File: config.mk
export PLATFORM = sky130hd
export DESIGN_NAME = char_pixel_renderer
export DESIGN_NICKNAME = d
export VERILOG_FILES = /design/src/rtl/char_pixel_renderer.sv
export SDC_FILE = /design/constraint.sdc
export NUM_CORES = 1
export LEC_CHECK = 0
export ABC_AREA = 1
export CAP_MARGIN = 20
export CORE_AREA = 2 2 69 71
export DETAILED_ROUTE_END_ITERATION = 7
export DIE_AREA = 0 0 71 73
export PLACE_DENSITY = 0.83
export SYNTH_ARGS = -nofsm -noshare
export SYNTH_HDL_FRONTEND = slang
export SYNTH_SLANG_ARGS = --single-unit
export TNS_END_PERCENT = 100
File: constraint.sdc
create_clock -name clk -period 4.4 [get_ports clk]
set_clock_uncertainty 0.15 [all_clocks]
set_input_delay 1.1 -clock clk [delete_from_list [all_inputs] [get_ports clk]]
set_output_delay 1.1 -clock clk [all_outputs]
set_load 0.05 [all_outputs]
File: src/rtl/char_pixel_renderer.sv
// Text-overlay stage: holds a one-line glyph buffer and turns pixel coordinates into ROM lookups and a lit-pixel flag.
// Latency: rom_addr/rom_en one cycle after the pixel, pixel_on/video_on_out two cycles after the pixel.
// Backpressure: none; the pixel stream advances every cycle and buffer strobes are always accepted (or ignored at full/empty).
//
// Ports: clk/rst (async active-high); pixel_x/pixel_y/video_on from the sync generator;
//        wr_en/wr_code/del/clr edit strobes from the key decoder; rom_addr/rom_en/rom_data to/from the
//        combinational character ROM; pixel_on/video_on_out to the colour stage; cursor/full/empty status.
module char_pixel_renderer #(
    parameter int TEXT_X  = 64,
    parameter int TEXT_Y  = 32,
    parameter int N_CELLS = 8
) (
    input  logic       clk,
    input  logic       rst,
    input  logic [9:0] pixel_x,
    input  logic [9:0] pixel_y,
    input  logic       video_on,
    input  logic       wr_en,
    input  logic [1:0] wr_code,
    input  logic       del,
    input  logic       clr,
    output logic [5:0] rom_addr,
    output logic       rom_en,
    input  logic [7:0] rom_data,
    output logic       pixel_on,
    output logic       video_on_out,
    output logic [3:0] cursor,
    output logic       full,
    output logic       empty
);

    // Region bounds widened to 11 bits so the upper bound cannot overflow.
    localparam logic [10:0] X_LO = 11'(TEXT_X);
    localparam logic [10:0] X_HI = 11'(TEXT_X + 8 * N_CELLS);
    localparam logic [10:0] Y_LO = 11'(TEXT_Y);
    localparam logic [10:0] Y_HI = 11'(TEXT_Y + 16);
    localparam logic [3:0]  N_C  = 4'(N_CELLS);

    // ------------------------------------------------------------------
    // Text buffer
    // ------------------------------------------------------------------
    logic [N_CELLS-1:0] cell_vld;
    logic [1:0]         cell_code [N_CELLS];
    logic [3:0]         cursor_q;

    assign cursor = cursor_q;
    assign full   = (cursor_q == N_C);
    assign empty  = (cursor_q == 4'd0);

    // One action per cycle: clr wins over del, del wins over wr_en, even when
    // the winning action turns out to be a no-op (del on an empty buffer).
    always_ff @(posedge clk or posedge rst) begin
        if (rst) begin
            cell_vld <= '0;
            for (int i = 0; i < N_CELLS; i++) begin
                cell_code[i] <= 2'd0;
            end
            cursor_q <= 4'd0;
        end else if (clr) begin
            cell_vld <= '0;
            cursor_q <= 4'd0;
        end else if (del) begin
            if (cursor_q != 4'd0) begin
                for (int i = 0; i < N_CELLS; i++) begin
                    if (4'(i) == cursor_q - 4'd1) begin
                        cell_vld[i] <= 1'b0;
                    end
                end
                cursor_q <= cursor_q - 4'd1;
            end
        end else if (wr_en) begin
            if (cursor_q != N_C) begin
                for (int i = 0; i < N_CELLS; i++) begin
                    if (4'(i) == cursor_q) begin
                        cell_vld[i]  <= 1'b1;
                        cell_code[i] <= wr_code;
                    end
                end
                cursor_q <= cursor_q + 4'd1;
            end
        end
    end

    // ------------------------------------------------------------------
    // Stage 0: region test and cell lookup (combinational)
    // ------------------------------------------------------------------
    logic [9:0] dx;
    logic [2:0] col;
    logic [3:0] row;
    logic       in_x;
    logic       in_y;
    logic       sel_vld;
    logic [1:0] sel_code;

    assign dx   = pixel_x - 10'(TEXT_X);
    assign col  = dx[2:0];
    // Only the low four bits of the row offset matter; mod-16 subtraction gives them directly.
    assign row  = pixel_y[3:0] - 4'(TEXT_Y);
    assign in_x = ({1'b0, pixel_x} >= X_LO) && ({1'b0, pixel_x} < X_HI);
    assign in_y = ({1'b0, pixel_y} >= Y_LO) && ({1'b0, pixel_y} < Y_HI);

    // dx[9:3] can exceed the cell count outside the region; a compare-based
    // mux keeps the lookup in range and yields an invalid blank cell there.
    always_comb begin
        sel_vld  = 1'b0;
        sel_code = 2'd0;
        for (int i = 0; i < N_CELLS; i++) begin
            if (dx[9:3] == 7'(i)) begin
                sel_vld  = cell_vld[i];
                sel_code = cell_code[i];
            end
        end
    end

    // ------------------------------------------------------------------
    // Stage 1: ROM address / enable
    // ------------------------------------------------------------------
    logic [2:0] col_q;
    logic       von_q;

    always_ff @(posedge clk or posedge rst) begin
        if (rst) begin
            rom_addr <= 6'd0;
            rom_en   <= 1'b0;
            col_q    <= 3'd0;
            von_q    <= 1'b0;
        end else begin
            rom_addr <= (in_x && in_y) ? {sel_code, row} : 6'd0;
            rom_en   <= video_on && in_x && in_y && sel_vld;
            col_q    <= col;
            von_q    <= video_on;
        end
    end

    // ------------------------------------------------------------------
    // Stage 2: column bit select (bit 7 is the leftmost pixel)
    // ------------------------------------------------------------------
    always_ff @(posedge clk or posedge rst) begin
        if (rst) begin
            pixel_on     <= 1'b0;
            video_on_out <= 1'b0;
        end else begin
            pixel_on     <= rom_en && rom_data[3'd7 - col_q];
            video_on_out <= von_q;
        end
    end

endmodule

==> metrics.md, run 1 <==
| Metric | Value |
|---|---|
| Outcome | `completed` |
| Die Span Y | `73 um` |
| Worst slew pin tran | `0.511 ns` |
| Critical path class | `flip-flop to output pin` |
| Slew Viols, Final | `0` |
| First-pass GRT wire length | `9.45 mm` |
| Dpl cells | `397` |
| Synth top area share | `0.440` |
| Tot GR Track Use | `0.232` |
| Critical Path Source | `cursor[0]` |
| Predominant post-synthesis flop cell | `dfrtp_1` |
| Synth Area per Inst | `7.95 um^2` |
| WP data required | `3.15 ns` |
| Final Hold Fails | `0` |
| Final net count | `392` |
| #FFs+latches synth | `41` |
| Synthesized cell area | `2330 um^2` |
| Routed len/inst | `13.5 um` |
| Seq/Total Area, Yosys | `0.440` |
| RSZ-0062 raised after global routing | `no` |
| Syn-to-layout area delta | `27.7%` |
| Worst-path fanout max | `6` |
| Largest net degree at the start of global routing | `42` |
| Top cells by area in the synthesized netlist | `dfrtp_1 (44%), nand2_1 (8.5%), inv_1 (6.8%)` |
| CTS tree | `yes` |
| # port buffers | `50` |
| Hold Crit Depth | `0` |
| Initial DRT Pass Iterations | `4` |
| Fin util | `0.656` |
| Pwr Density | `430 nW/um^2` |
| Clock latency on the worst-skew pair | `0.29 ns` |
| CTS max path bufs | `2` |
| Die outline width | `71 um` |
| Routability cong. | `0.910` |
| Final min period | `3.58 ns` |
| DP HPWL | `4.28 mm` |
| Final TNS setup | `0 ns` |
| Yosys warns | `0` |
| Static leakage | `1.45 nW` |
| R2r startpoint | `cursor[0]` |
| Area leader, netlist | `dfrtp_1` |
| CTS Hold Bufs | `0` |
| FILL cells | `377` |
| CTS Buf Count | `5` |
| Die area | `5180 um^2` |
| Initial Util | `0.514` |
| Hold Path Class | `flip-flop to flip-flop` |
| Vias/cell | `5.33` |
| Drt drc | `0` |
| Mapped Nets | `335` |
| Final setup fails | `0` |
| CP Capture Type | `output pin` |
| CTS H-tree lvls | `2` |
| GR Overflow Total | `0` |
| Crit Reg-Reg Endpoint | `cell_vld[4]` |
| Maximum vdd ir drop | `0.000322 V` |
| Worst-path clk slew | `0.08 ns` |
| Via count | `2153` |
| Hold_sp | `von_q` |
| Initial drt markers | `93` |
| Core area | `4540 um^2` |
| Post-CTS Setup Repair Bufs | `0` |
| Hold_ws | `0.204 ns` |
| Most frequent cells in the layout | `nand2_1 (53), clkdlybuf4s50_1 (50), inv_1 (42)` |
| Max Cap Viol | `0` |
| CP Launch Type | `flip-flop` |
| Post-Synthesis Cells | `293` |
| Number of enable flip-flop cells after synthesis | `0` |
| Relative slew slack | `0.658` |
| Reg2reg path depth | `12` |
| Post-route ant nets | `0` |
| Synth unique cells | `38` |
| Commonest non-fill, non-tap cell in the layout | `nand2_1` |
| Final Cycle Share | `0.814` |
| I/O pin cnt | `51` |
| Initial antenna violation count | `0` |
| CTS sink cnt | `41` |
| Final wirelength | `5.45 mm` |
| Post-synth ARST share | `1.00` |
| WHS Endpoint | `video_on_out` |
| F_max | `0.279 GHz` |
| Crit path DAT | `2.33 ns` |
| CTS root buffer | `clkbuf_8` |
| Layout cell share with drive strength beyond 1 | `0.106` |
| # diodes | `0` |
| Count of non-filler cells in the finished layout | `404` |
| Vias in the first global route | `2216` |
| R2R Setup Slk | `2.34 ns` |
| Resized Gates After CTS | `0` |
| Row cnt | `25` |
flip-flops by register name, indices dropped and copies added, names as in the netlist:
name and cells:
col_q 3, pixel_on 1, cell_code 16, cursor 4, rom_addr 6, cell_vld 8, rom_en 1, von_q 1
video_on_out 1
synthesized netlist by cell type (2+ instances only):
master / n
a21oi_1: 15
dfrtp_1: 41
ha_1: 6
inv_1: 42
inv_2: 7
nand2_1: 53
nand2_2: 4
nand3_1: 11
nand4_1: 9
nor2_1: 35
nor2_2: 4
nor2_4: 4
nor3_2: 3
nor4_1: 2
o2111ai_1: 3
o21ai_0: 24
o21ai_1: 7
o22ai_1: 2
xor2_1: 2
worst max-delay path, cell delays in order (launching register included):
cell             delay (ns)
dfrtp_1                0.43
inv_1                  0.17
ha_1                   0.21
inv_1                  0.08
nor2_1                 0.12
inv_1                  0.08
nor2_4                 0.12
clkdlybuf4s50_1        0.82
final cells by class:
class	count	area, um^2	share of cell area
inverter	50	188	0.0631
tap	54	67.6	0.0227
timing repair buffer	51	508	0.171
clock buffer	6	72.6	0.0244
clock inverter	1	8.76	0.00294
sequential	41	1030	0.345
multi-input combinational	201	1100	0.371
layer usage:
metal / global-route usage / vias up / part of all wire
met5: 0 / - / 0
met4: 0.103 / 0 / 0.025
met3: 0.0525 / 14 / 0.063
met2: 0.422 / 73 / 0.50
met1: 0.261 / 995 / 0.41
li1: - / 1071 / -
stage by stage:
| step | setup WS (ns) | total power [mW] | instance area (um^2) |
|---|---|---|---|
| final | 0.820 | 1.28 | 2980 |
| after global routing | 0.637 | 1.38 | 2980 |
| after CTS | 0.799 | 1.29 | 2980 |
| after detailed placement | 1.02 | 1.05 | 2890 |
| after global placement | 1.15 | 1.03 | 2890 |
| after floorplan | 1.60 | 0.882 | 2330 |
worst max path at each step:
stage | endpoint | slack (ns) | cells after the start
after floorplan | full | 1.60 | 6
after global placement | rom_en | 1.15 | 11
after detailed placement | rom_en | 1.02 | 11
after CTS | full | 0.80 | 7
after global routing | full | 0.64 | 7
final | full | 0.82 | 7
cells by family after synthesis:
| logic type | Yosys count | synth area share |
|---|---|---|
| xor+xnor | 2 | 0.00752 |
| simple gates | 133 | 0.280 |
| flops | 41 | 0.440 |
| fa+ha+maj | 6 | 0.0322 |
| compound gates | 59 | 0.150 |
| buf+inv | 51 | 0.0854 |
| mux | 1 | 0.00430 |
power breakdown:
part / total, mW / switching [mW] / internal [mW]
registers: 0.526 / 0.0647 / 0.461
logic: 0.515 / 0.331 / 0.184
clock network: 0.239 / 0.129 / 0.110
(Power assumes the default switching activity.)
==> inputs of run 2 (changes only) <==
--- a/config.mk
+++ b/config.mk
@@ -7,10 +7,10 @@
 export LEC_CHECK = 0
 export ABC_AREA = 1
 export CAP_MARGIN = 20
-export CORE_AREA = 2 2 69 71
+export CORE_AREA = 2 2 71 73
 export DETAILED_ROUTE_END_ITERATION = 7
-export DIE_AREA = 0 0 71 73
-export PLACE_DENSITY = 0.83
+export DIE_AREA = 0 0 73 75
+export PLACE_DENSITY = 0.79
 export SYNTH_ARGS = -nofsm -noshare
 export SYNTH_HDL_FRONTEND = slang
 export SYNTH_SLANG_ARGS = --single-unit
==> constraint.sdc (replaced) <==
create_clock -name clk -period 3.7 [get_ports clk]
set_clock_uncertainty 0.15 [all_clocks]
set_input_delay 0.925 -clock clk [delete_from_list [all_inputs] [get_ports clk]]
set_output_delay 0.925 -clock clk [all_outputs]
set_load 0.05 [all_outputs]
==> run 2 against run 1 <==
Clock-buffer cell count unchanged; hold slack better by 0.0013 ns; combinational power increased by 21%; global-route usage decreased by 1.9 points; final area up 0.29%; die area is 5.6% higher; clock power grew 24%; via count is 0.42% lower; register-to-register slack got worse by 0.73 ns; non-clock buffer count did not move; first-iteration DRC count up 4.3%.
==> metrics.md, run 2 (synthesis gave the netlist of run 1 again) <==
| Metric | Value |
|---|---|
| Outcome | `completed (unchanged)` |
| Max Cap Viol | `0 (unchanged)` |
| Commonest non-fill, non-tap cell in the layout | `nand2_1 (unchanged)` |
| DP HPWL | `4.32 mm (was 4.28 mm)` |
| Final setup fails | `0 (unchanged)` |
| # diodes | `0 (unchanged)` |
| Most frequent cells in the layout | `nand2_1 (53), clkdlybuf4s50_1 (50), inv_1 (42) (unchanged)` |
| Hold Path Class | `flip-flop to flip-flop (unchanged)` |
| FILL cells | `396 (was 377)` |
| Die Span Y | `75 um (was 73 um)` |
| Die outline width | `73 um (was 71 um)` |
| Drt drc | `0 (unchanged)` |
| First-pass GRT wire length | `8.83 mm (was 9.45 mm)` |
| Fin util | `0.640 (was 0.656)` |
| RSZ-0062 raised after global routing | `no (unchanged)` |
| Most flops, register | `cell_code (unchanged)` |
| CTS tree | `yes (unchanged)` |
| Syn-to-layout area delta | `28.1% (was 27.7%)` |
| Critical path class | `flip-flop to output pin (unchanged)` |
| Relative slew slack | `0.650 (was 0.658)` |
| Final Hold Fails | `0 (unchanged)` |
| Worst-path fanout max | `6 (unchanged)` |
| Initial antenna violation count | `0 (unchanged)` |
| Crit-path cells | `inv_1 -> ha_1 -> inv_1 -> nor2_1 -> inv_1 -> nor2_4 -> clkdlybuf4s50_1 (unchanged)` |
| Final min period | `3.41 ns` |
| Initial drt markers | `97 (was 93)` |
| Vias in the first global route | `2004 (was 2216)` |
| Storage cell area | `1030 um^2 (unchanged)` |
| F_max | `0.293 GHz` |
| Crit-path max cell delay | `0.82 ns (about the same)` |
| Cell mode on critical path | `inv_1 (unchanged)` |
| Dpl cells | `397 (unchanged)` |
| Tot GR Track Use | `0.213 (was 0.232)` |
| CTS Buf Count | `5 (unchanged)` |
| CTS root buffer | `clkbuf_8 (unchanged)` |
| CTS Hold Bufs | `0 (unchanged)` |
| Count of non-filler cells in the finished layout | `404 (unchanged)` |
| Routability cong. | `0.928 (was 0.910)` |
| Static leakage | `1.45 nW (about the same)` |
| Core area | `4660 um^2 (was 4540 um^2)` |
| Largest delay share family, worst path | `buffers and inverters (unchanged)` |
| WP data required | `2.62 ns (was 3.15 ns)` |
| Row cnt | `25 (unchanged)` |
| Resized Gates After CTS | `0 (unchanged)` |
| Vias/cell | `5.31 (was 5.33)` |
| Initial Util | `0.500 (was 0.514)` |
| Post-Place Worst Slack | `0.548 ns (was 1.02 ns)` |
| Largest registers | `cell_code x16, cell_vld x8, rom_addr x6 (unchanged)` |
| CP max stage cell | `clkdlybuf4s50_1 (unchanged)` |
| I/O pin cnt | `51 (unchanged)` |
| Initial DRT Pass Iterations | `4 (unchanged)` |
| CTS max path bufs | `2 (unchanged)` |
| CTS H-tree lvls | `2 (unchanged)` |
| Multi-input gate area | `1100 um^2 (unchanged)` |
| Finished Cell Area | `2980 um^2 (about the same)` |
| CP Capture Type | `output pin (unchanged)` |
| # port buffers | `50 (unchanged)` |
| R2R Setup Slk | `1.61 ns (was 2.34 ns)` |
| Fin worst setup slack | `0.287 ns (was 0.820 ns)` |
| Total Power | `1.54 mW (was 1.28 mW)` |
| Layout cell share with drive strength beyond 1 | `0.109 (was 0.106)` |
| Worst slew pin tran | `0.523 ns (was 0.511 ns)` |
| Post-CTS Setup Repair Bufs | `0 (unchanged)` |
| Die area | `5480 um^2 (was 5180 um^2)` |
| Final wirelength | `5.47 mm (was 5.45 mm)` |
| Worst-path clk slew | `0.08 ns (about the same)` |
| Post-DP Area | `2890 um^2 (unchanged)` |
| Worst path bufs/invs | `4 (unchanged)` |
| Routed len/inst | `13.5 um (about the same)` |
| Hold_ws | `0.205 ns (was 0.204 ns)` |
| Slew Viols, Final | `0 (unchanged)` |
| Final net count | `392 (unchanged)` |
| Largest net degree at the start of global routing | `42 (unchanged)` |
| Clock latency on the worst-skew pair | `0.29 ns (about the same)` |
| GR Overflow Total | `0 (unchanged)` |
| Final TNS setup | `0 ns (unchanged)` |
| Maximum vdd ir drop | `0.000524 V (was 0.000322 V)` |
| Max reg flops | `16 (unchanged)` |
| Final Cycle Share | `0.923` |
| Via count | `2144 (was 2153)` |
| Crit path DAT | `2.34 ns (was 2.33 ns)` |
| CTS sink cnt | `41 (unchanged)` |
| CP Launch Type | `flip-flop (unchanged)` |
| Pwr Density | `516 nW/um^2 (was 430 nW/um^2)` |
| Post-route ant nets | `0 (unchanged)` |
-- run 2: layout make-up --
type | instances | share of cell area
Timing Repair Buffer | 51 | 0.170
Sequential cell | 41 | 0.344
Multi-Input combinational cell | 201 | 0.370
Clock buffer | 6 | 0.0277
Inverter | 50 | 0.0629
Clock inverter | 1 | 0.00252
Tap cell | 54 | 0.0226
-- run 2: final timing paths --
check	startpoint	end	depth (start not counted)
max reg2reg	cursor[0]	cell_vld[4]	12
max in group asynchronous	rst	cell_code[13]	3
min in group asynchronous	rst	pixel_on	3
min	von_q	video_on_out	0
max	cursor[0]	full	7
min reg2reg	von_q	video_on_out	0
-- run 2: report_power, final --
part	switching, mW	internal, mW
combinational	0.401	0.220
clock	0.150	0.147
sequential	0.0738	0.548
total	0.625	0.916
-- run 2: metal layers --
| metal | global-route usage | vias up | share of wire |
|---|---|---|---|
| met5 | 0 | - | 0 |
| met4 | 0.0926 | 0 | 0.021 |
| met3 | 0.0522 | 10 | 0.065 |
| met2 | 0.360 | 65 | 0.48 |
| met1 | 0.259 | 993 | 0.43 |
| li1 | - | 1076 | - |
